$ cat config.mk
export PLATFORM = sky130hd
export DESIGN_NAME = apb_ucpd_tx_sched
export DESIGN_NICKNAME = d
export VERILOG_FILES = /design/src/rtl/apb_ucpd_pkg.sv /design/src/rtl/apb_ucpd_tx_arb.sv /design/src/rtl/apb_ucpd_tx_sched.sv
export SDC_FILE = /design/constraint.sdc
export NUM_CORES = 1
export LEC_CHECK = 0
export ABC_CLOCK_PERIOD_IN_PS = 1400
export CORE_AREA = 2 2 44 46
export CTS_BUF_LIST = sky130_fd_sc_hd__clkbuf_16
export DETAILED_ROUTE_END_ITERATION = 8
export DIE_AREA = 0 0 46 48
export MAX_ROUTING_LAYER = met4
export PLACE_DENSITY = 0.74
export RECOVER_POWER = 25
export SETUP_SLACK_MARGIN = 0.05
export SYNTH_ARGS = -nofsm -noshare
export SYNTH_HDL_FRONTEND = slang
export SYNTH_SLANG_ARGS = --single-unit
$ cat constraint.sdc
create_clock -name ic_clk -period 1.4 [get_ports ic_clk]
set_input_delay 0.42 -clock ic_clk [delete_from_list [all_inputs] [get_ports ic_clk]]
set_output_delay 0.42 -clock ic_clk [all_outputs]
set_load 0.01 [all_outputs]
$ cat src/rtl/apb_ucpd_pkg.sv
// UCPD transmit scheduler shared types: FSM state encoding and tx_type codes.
package apb_ucpd_pkg;

  typedef enum logic [1:0] {
    ST_IDLE     = 2'b00,
    ST_TRANSWIN = 2'b01,
    ST_ACTIVE   = 2'b10,
    ST_IFRGAP   = 2'b11
  } tx_state_e;

  typedef enum logic [1:0] {
    TX_MSG  = 2'b00,
    TX_HRST = 2'b01,
    TX_CRST = 2'b10
  } tx_type_e;

endpackage

$ cat src/rtl/apb_ucpd_tx_arb.sv
// Fixed-priority request arbiter: pending hard reset > hard reset > cable reset > message.
module apb_ucpd_tx_arb
  import apb_ucpd_pkg::*;
(
  input  logic     msg_req_i,
  input  logic     hrst_req_i,
  input  logic     crst_req_i,
  input  logic     hrst_pend_i,
  output logic     req_vld_o,
  output tx_type_e tx_type_o
);

  always_comb begin
    req_vld_o = 1'b0;
    tx_type_o = TX_MSG;
    if (hrst_pend_i || hrst_req_i) begin
      req_vld_o = 1'b1;
      tx_type_o = TX_HRST;
    end else if (crst_req_i) begin
      req_vld_o = 1'b1;
      tx_type_o = TX_CRST;
    end else if (msg_req_i) begin
      req_vld_o = 1'b1;
      tx_type_o = TX_MSG;
    end
  end

endmodule

$ cat src/rtl/apb_ucpd_tx_sched.sv
// UCPD transmit scheduler: frame sequencing, arbitration and status pulses.
// Optional frame watchdog enabled by defining UCPD_TX_WDOG_EN.
module apb_ucpd_tx_sched
  import apb_ucpd_pkg::*;
#(
  parameter int unsigned WDOG_W   = 8,
  parameter int unsigned WDOG_MAX = 200
) (
  input  logic       ic_clk,
  input  logic       ic_rst_n,
  input  logic       ucpd_en,
  input  logic       tx_msg_req,
  input  logic       tx_hrst_req,
  input  logic       tx_crst_req,
  input  logic       hbit_clk_red,
  input  logic       transwin_en,
  input  logic       ifrgap_en,
  input  logic       tx_eop_cmplt,
  output logic       transmit_en,
  output logic       bmc_en,
  output logic       wait_en,
  output logic       tx_start,
  output logic [1:0] tx_type,
  output logic       tx_busy,
  output logic       tx_msg_sent,
  output logic       tx_msg_disc,
  output logic       tx_rst_sent,
  output logic       tx_wdog_err
);

  if (WDOG_MAX < 1 || WDOG_MAX >= (1 << WDOG_W)) begin : g_wdog_cfg_bad
    $error("WDOG_MAX does not fit in WDOG_W bits");
  end

  tx_state_e state_q, state_d;
  tx_type_e  tx_type_q, tx_type_d, arb_type;
  logic      arb_vld;
  logic      hrst_pend_q, hrst_pend_d;
  logic      transwin_q, transwin_rise;
  logic      wdog_hit;
  logic      start_q, start_d, msg_sent_q, msg_sent_d, msg_disc_q, msg_disc_d;
  logic      rst_sent_q, rst_sent_d, wdog_err_q, wdog_err_d;

  apb_ucpd_tx_arb u_arb (
    .msg_req_i  (tx_msg_req),
    .hrst_req_i (tx_hrst_req),
    .crst_req_i (tx_crst_req),
    .hrst_pend_i(hrst_pend_q),
    .req_vld_o  (arb_vld),
    .tx_type_o  (arb_type)
  );

  assign transwin_rise = transwin_en & ~transwin_q;

`ifdef UCPD_TX_WDOG_EN
  logic [WDOG_W-1:0] wdog_cnt_q, wdog_cnt_d;

  // Held at zero outside ACTIVE so every frame starts counting fresh; saturates at WDOG_MAX.
  always_comb begin
    wdog_cnt_d = wdog_cnt_q;
    if (state_q != ST_ACTIVE) begin
      wdog_cnt_d = '0;
    end else if (hbit_clk_red && (wdog_cnt_q != WDOG_W'(WDOG_MAX))) begin
      wdog_cnt_d = wdog_cnt_q + WDOG_W'(1);
    end
  end

  assign wdog_hit = (state_q == ST_ACTIVE) && hbit_clk_red &&
                    (wdog_cnt_q == WDOG_W'(WDOG_MAX - 1));

  always_ff @(posedge ic_clk or negedge ic_rst_n) begin
    if (!ic_rst_n) wdog_cnt_q <= '0;
    else           wdog_cnt_q <= wdog_cnt_d;
  end
`else
  logic hbit_unused;
  assign hbit_unused = hbit_clk_red;
  assign wdog_hit    = 1'b0;
`endif

  always_comb begin
    state_d     = state_q;
    tx_type_d   = tx_type_q;
    hrst_pend_d = hrst_pend_q;
    start_d     = 1'b0;
    msg_sent_d  = 1'b0;
    msg_disc_d  = 1'b0;
    rst_sent_d  = 1'b0;
    wdog_err_d  = 1'b0;
    if (!ucpd_en) begin
      state_d     = ST_IDLE;
      hrst_pend_d = 1'b0;
    end else begin
      unique case (state_q)
        ST_IDLE: begin
          if (arb_vld) begin
            state_d     = ST_TRANSWIN;
            tx_type_d   = arb_type;
            hrst_pend_d = 1'b0;
          end
        end
        ST_TRANSWIN: begin
          if (transwin_rise) begin
            start_d = 1'b1;
            state_d = ST_ACTIVE;
          end
        end
        ST_ACTIVE: begin
          // Completion outranks a same-cycle hard reset; a still-held hrst_req is served from IDLE.
          if (tx_eop_cmplt) begin
            msg_sent_d = (tx_type_q == TX_MSG);
            rst_sent_d = (tx_type_q != TX_MSG);
            state_d    = ST_IFRGAP;
          end else if (tx_hrst_req && (tx_type_q == TX_MSG)) begin
            msg_disc_d  = 1'b1;
            hrst_pend_d = 1'b1;
            state_d     = ST_IFRGAP;
          end else if (wdog_hit) begin
            wdog_err_d = 1'b1;
            state_d    = ST_IFRGAP;
          end
        end
        ST_IFRGAP: begin
          if (ifrgap_en) state_d = ST_IDLE;
        end
        default: state_d = ST_IDLE;
      endcase
    end
  end

  always_ff @(posedge ic_clk or negedge ic_rst_n) begin
    if (!ic_rst_n) begin
      state_q     <= ST_IDLE;
      tx_type_q   <= TX_MSG;
      hrst_pend_q <= 1'b0;
      transwin_q  <= 1'b0;
      start_q     <= 1'b0;
      msg_sent_q  <= 1'b0;
      msg_disc_q  <= 1'b0;
      rst_sent_q  <= 1'b0;
      wdog_err_q  <= 1'b0;
    end else begin
      state_q     <= state_d;
      tx_type_q   <= tx_type_d;
      hrst_pend_q <= hrst_pend_d;
      transwin_q  <= transwin_en;
      start_q     <= start_d;
      msg_sent_q  <= msg_sent_d;
      msg_disc_q  <= msg_disc_d;
      rst_sent_q  <= rst_sent_d;
      wdog_err_q  <= wdog_err_d;
    end
  end

  assign transmit_en = (state_q != ST_IDLE);
  assign tx_busy     = (state_q != ST_IDLE);
  assign bmc_en      = (state_q == ST_ACTIVE);
  assign wait_en     = (state_q == ST_IFRGAP);
  assign tx_type     = tx_type_q;
  assign tx_start    = start_q;
  assign tx_msg_sent = msg_sent_q;
  assign tx_msg_disc = msg_disc_q;
  assign tx_rst_sent = rst_sent_q;
  assign tx_wdog_err = wdog_err_q;

endmodule

* Yosys cells after proc, flatten, opt, wreduce, memory -nomap -nowiden
Cells that the tools add are included.
** Word-level totals
- Register bits after elaboration :: 10
- Bits in latches :: 0
- Bits in writable memories :: 0
- Bits in read-only memories :: 0
- Input port bits :: 10
- Output and inout port bits :: 11
- Word-level logic and storage cells :: 59
- Memories kept :: 0
** Cells by class
- $add $sub $neg :: 0
- Multipliers :: 0
- Div/mod/pow operators :: 0
- $lt $le $gt $ge :: 0
- Equality and inequality tests :: 10
- Shifts and indexed selects :: 0
- Multiplexer cells :: 30
- Bitwise operators :: 2
- Reductions and logical operators :: 9
** Operators with widths (count)
- 1-bit 2-to-1 mux :: 20
- 2-bit 2-to-1 mux :: 8
- 3-bit inequality test, second input constant :: 4
- 2-bit case mux with 4 select lines :: 1
- 4-bit AND reduction :: 2
- 2-bit equality test, second input constant :: 2
- 2-bit logical NOT :: 2
- 4-bit by 3-bit inequality test with 1-bit output, second input constant :: 1
- 2-bit nonzero test :: 2
- 3-bit by 1-bit inequality test with 1-bit output, second input constant :: 1
- 3-bit by 2-bit inequality test with 1-bit output, second input constant :: 1
- 3-bit AND reduction :: 1
- 2-bit by 1-bit equality test with 1-bit output, second input constant :: 1
- 1-bit case mux with 2 select lines :: 1
- 1-bit AND :: 1
- 1-bit logical AND :: 1
- 1-bit logical OR :: 1
- 1-bit inverter :: 1

* Logic depth before layout (Yosys ltp)
- Depth after elaboration :: 6
- Mapped depth :: 6
- Depth with buffers taken out :: 6

* Modules after synthesis
From an unflattened synthesis, not the netlist that was laid out.
** Second synthesis, totals
- Cells, all modules :: 54
- Area total of the unflattened synthesis :: 575.6 sq um
** Modules (own cells, without submodules)
- apb_ucpd_tx_sched :: times used 1, cells an instance 51, area an instance 554.3 sq um, seq. area each 250.2 sq um
- apb_ucpd_tx_arb :: times used 1, cells an instance 3, area an instance 21.3 sq um, seq. area each 0.0 sq um

* Worst setup path after synthesis
OpenSTA, ideal clock, no wires.
- Kind :: register to register
- Start point :: register state_q[0]
- End point :: register state_q[0]
- Library setup time :: 79 ps
- Arrival :: 1395 ps
- Data required time :: 1321 ps
- Setup slack :: -75 ps
- Cell stages (with the launch flop) :: 5
- Path buffers :: 0
- Period minus slack after synthesis :: 1475 ps
- Cell sequence :: dfrtp_1 -> ha_1 -> a22o_1 -> a221oi_2 -> mux2i_1
** Between the ends
- Word-level cells in the longest chain between the ends :: 3
- Elaborated cells between the ends (all ways) :: 11
- Those cells by class :: eq/ne: 7; mux: 2; reduce/logical: 2
** Ends and longest elaborated chain
- start: declaration :: RTL line apb_ucpd_tx_sched.sv:35 : tx_state_e state_q, state_d;
- start signal: assignment :: RTL line apb_ucpd_tx_sched.sv:143 : state_q <= state_d;
- 2-bit equality test (*)
- named net wait_en :: RTL line apb_ucpd_tx_sched.sv:21 : output logic wait_en,
- 3-bit inequality test (no line) or 2-bit case mux with 4 select lines (tied branches)
- 4-bit AND reduction (no line) or 2-bit 2-to-1 mux (tied branches)
Mark *: on every way through the listed nets, which the timed path passes. The rest lies on a longest branch.
A chain may end at the register's enable or synchronous reset.

* Worst setup path in the final report
- Start point :: register state_q[1]
- End point :: register state_q[0]
** Between the ends
- Word-level cells in the longest chain between the ends :: 3
- Elaborated cells between the ends (all ways) :: 11
- Those cells by class :: eq/ne: 7; mux: 2; reduce/logical: 2
** Ends and longest elaborated chain
- 2-bit equality test, or another cell as far along :: RTL line apb_ucpd_tx_sched.sv:94 : unique case (state_q)
- 4-bit by 3-bit inequality test with 1-bit output (no line), or another cell as far along
- 4-bit AND reduction (no line) or 2-bit 2-to-1 mux (tied branches)
Parallel ways exist; a longest one is shown, timed or not.

==> flow_metrics.env <==
export IMPL_status="complete, but fails checks"
export IMPL_violations="negative setup slack"
export IMPL_clock_skew_ps=1.22
export IMPL_crit_family="compound AO/OA/AOI/OAI gates"
export IMPL_grt_pass1_vias=471
export IMPL_layout_commonest_cell="buf_4"
export IMPL_drt_wl_total_mm=1.34
export IMPL_synth_cell_type_count=19
export IMPL_utilization_pct=57.9
export IMPL_grtUsageTotal_pct=13.9
export IMPL_crit_arrival_ps=1700
export IMPL_regArea_um2=250
export IMPL_antenna_found_initial=0
export IMPL_drive_gt1_share_pct=39.1
export IMPL_drv_slew=0
export IMPL_seq_area_frac_synth_pct=46.7
export IMPL_grt_pass1_wl_mm=1.98
export IMPL_fillers=143
export IMPL_min_period_over_period_pct=110
export IMPL_clk_pin_slew_ps=40
export IMPL_setup_viol=6
export IMPL_fin_nets=104
export IMPL_firstDrtPassIters=4
export IMPL_first_iter_violations=8
export IMPL_final_cell_mix="buf_4 (12), dfrtp_1 (10), buf_6 (8), dlygate4sd2_1 (7), nor2_1 (6)"
export IMPL_post_route_min_period_ps=1540
export IMPL_cts_sinks=10
export IMPL_hold_viol=0
export IMPL_drcViolationCount=0
export IMPL_slowest_stage="dfrtp_1"
export IMPL_syn_inst=53
export IMPL_io_buffers=18
export IMPL_vias=500
export IMPL_path_max_fanout=2
export IMPL_worstSetupEndpointType="flip-flop"
export IMPL_rows=15
export IMPL_clock_latency_ps=230
export IMPL_synth_seq_cells=10
export IMPL_h_tree_depth=1
export IMPL_viasPerCell=4.81
export IMPL_fp_dieH_um=48
export IMPL_grt_max_degree=11
export IMPL_wire_per_inst_um=12.9
export IMPL_antenna_cells=0
export IMPL_die_x_um=46
export IMPL_rsz0062_at_grt="yes"
export IMPL_syn_num_nets=68
export IMPL_p_per_area_nw_per_um2=2020
export IMPL_initial_utilization_pct=31.7
export IMPL_fin_ws_ps=-144
export IMPL_antenna_left=0
export IMPL_clockBufferDepth=2
export IMPL_post_dp_hpwl_um=985
export IMPL_multiInputGateArea_um2=302
export IMPL_cap_violations=0
export IMPL_syn_area_um2=536
export IMPL_p_leak_nw=0.479
export IMPL_critical_path_buf_inv_count=2
export IMPL_placed_cells=99
export IMPL_design_area_um2=978
export IMPL_vdd_ir_drop_max_v=0.000833
export IMPL_cp_start_kind="flip-flop"
export IMPL_fp_coreArea_um2=1690
export IMPL_worstPathRequired_ps=1560
export IMPL_cts_tree="yes"
export IMPL_gp_congestion=0.801
export IMPL_worstPathCellList="inv_2 -> buf_6 -> ha_4 -> a22o_1 -> a221oi_2 -> mux2i_1"
export IMPL_critical_path_max_stage_delay_ps=390
export IMPL_postPlaceCellArea_um2=827
export IMPL_cts_inserted_buffers=3
export IMPL_ys_warn_count=0
export IMPL_avgSynthCellArea_um2=10.1
export IMPL_p_total_mw=1.98
export IMPL_clock_fmax_ghz=0.648
export IMPL_syn_to_final_growth_pct=82.7
export IMPL_crit_type="reg -> reg"
export IMPL_ios=21
export IMPL_clk_root_buffer_cell="clkbuf_16"
export IMPL_final_cells=104
export IMPL_gr_total_overflow=0
export IMPL_hold_class="in -> reg"
export IMPL_die_area_um2=2210
export IMPL_cts_hold_fix_buffers=0
==> worst register-to-register path, stage by stage (launching register included) <==
cell and delay, ps:
dfrtp_1 390, inv_2 80, buf_6 120, ha_4 150
a22o_1 190, a221oi_2 320, mux2i_1 220
==> synthesized netlist by cell type <==
library cell | number | area share (%)
buf_2 | 1 | 0.93
nor2_1 | 6 | 4.2
nand2_1 | 4 | 2.8
conb_1 | 1 | 0.70
inv_1 | 5 | 3.5
ha_1 | 5 | 12
nand2b_4 | 1 | 2.6
nand3b_1 | 1 | 1.4
a221oi_2 | 1 | 2.8
buf_4 | 2 | 2.8
mux2i_1 | 2 | 3.7
a21boi_0 | 1 | 1.4
nor3_1 | 2 | 1.9
dfrtp_1 | 10 | 47
a22o_1 | 2 | 3.3
nand4b_1 | 1 | 1.6
a211oi_1 | 1 | 1.4
nand3_1 | 2 | 1.9
o21ai_0 | 5 | 4.7
==> layer usage <==
metal	vias to the layer above	routed length (µm)	track usage, %
met5	-	0	-
met4	0	65	10.3
met3	6	79	4.15
met2	19	669	21.9
met1	228	528	14.6
li1	247	-	-
==> stage by stage <==
stage	hold slack, ps	worst slack [ps]	setup TNS, ps
2_1_floorplan	124	7.20	0
3_3_place_gp	509	-407	-2180
3_5_place_dp	506	-453	-2480
4_1_cts	500	-157	-764
5_1_grt	498	-214	-973
6_report	500	-144	-620
==> area by class of cell <==
class                   instances  area share [%]
flip-flops and latches         10            25.6
multi-input cells              35            30.8
repair buffers                 34            31.8
clock buffers                   3            7.67
well taps                      17            2.17
inverters                       5            1.92
==> worst paths after layout <==
check                            start  slack (ps)          end  cells after the start
setup / recovery            state_q[1]        -140   state_q[0]                      6
hold / removal             transwin_en         500   transwin_q                      1
setup reg to reg            state_q[1]        -140   state_q[0]                      6
hold reg to reg             transwin_q         520     tx_start                      2
max in group asynchronous     ic_rst_n         530   tx_type[0]                      1
min in group asynchronous     ic_rst_n         570  tx_rst_sent                      1
==> registers in the layout, indices dropped and copies added, names as in the netlist <==
signal,count
hrst_pend_q,1
state_q,2
transwin_q,1
tx_msg_disc,1
tx_msg_sent,1
tx_rst_sent,1
tx_start,1
tx_type,2
==> cell families after synthesis <==
kind of cell	after synthesis	share of synthesized area, %
adders and majority gates	5	11.7
and+or+nand+nor	17	16.4
buffers and inverters	8	7.24
other	1	0.700
AOI/OAI and AO/OA	10	13.6
muxes	2	3.74
DFF	10	46.7
==> repair_timing <==
item                                    in CTS  in global routing
gates resized for setup                     38                  7
endpoints found under the setup margin      14                  9
buffers inserted                             2                  0
pin swaps                                    2                  3
==> report_power, final <==
part	internal [mW]	switching (mW)	leakage, nW
registers	0.358	0.0497	0.131
logic	0.602	0.473	0.311
clock network	0.370	0.124	0.0370
Power figures use the tool's default switching activity.
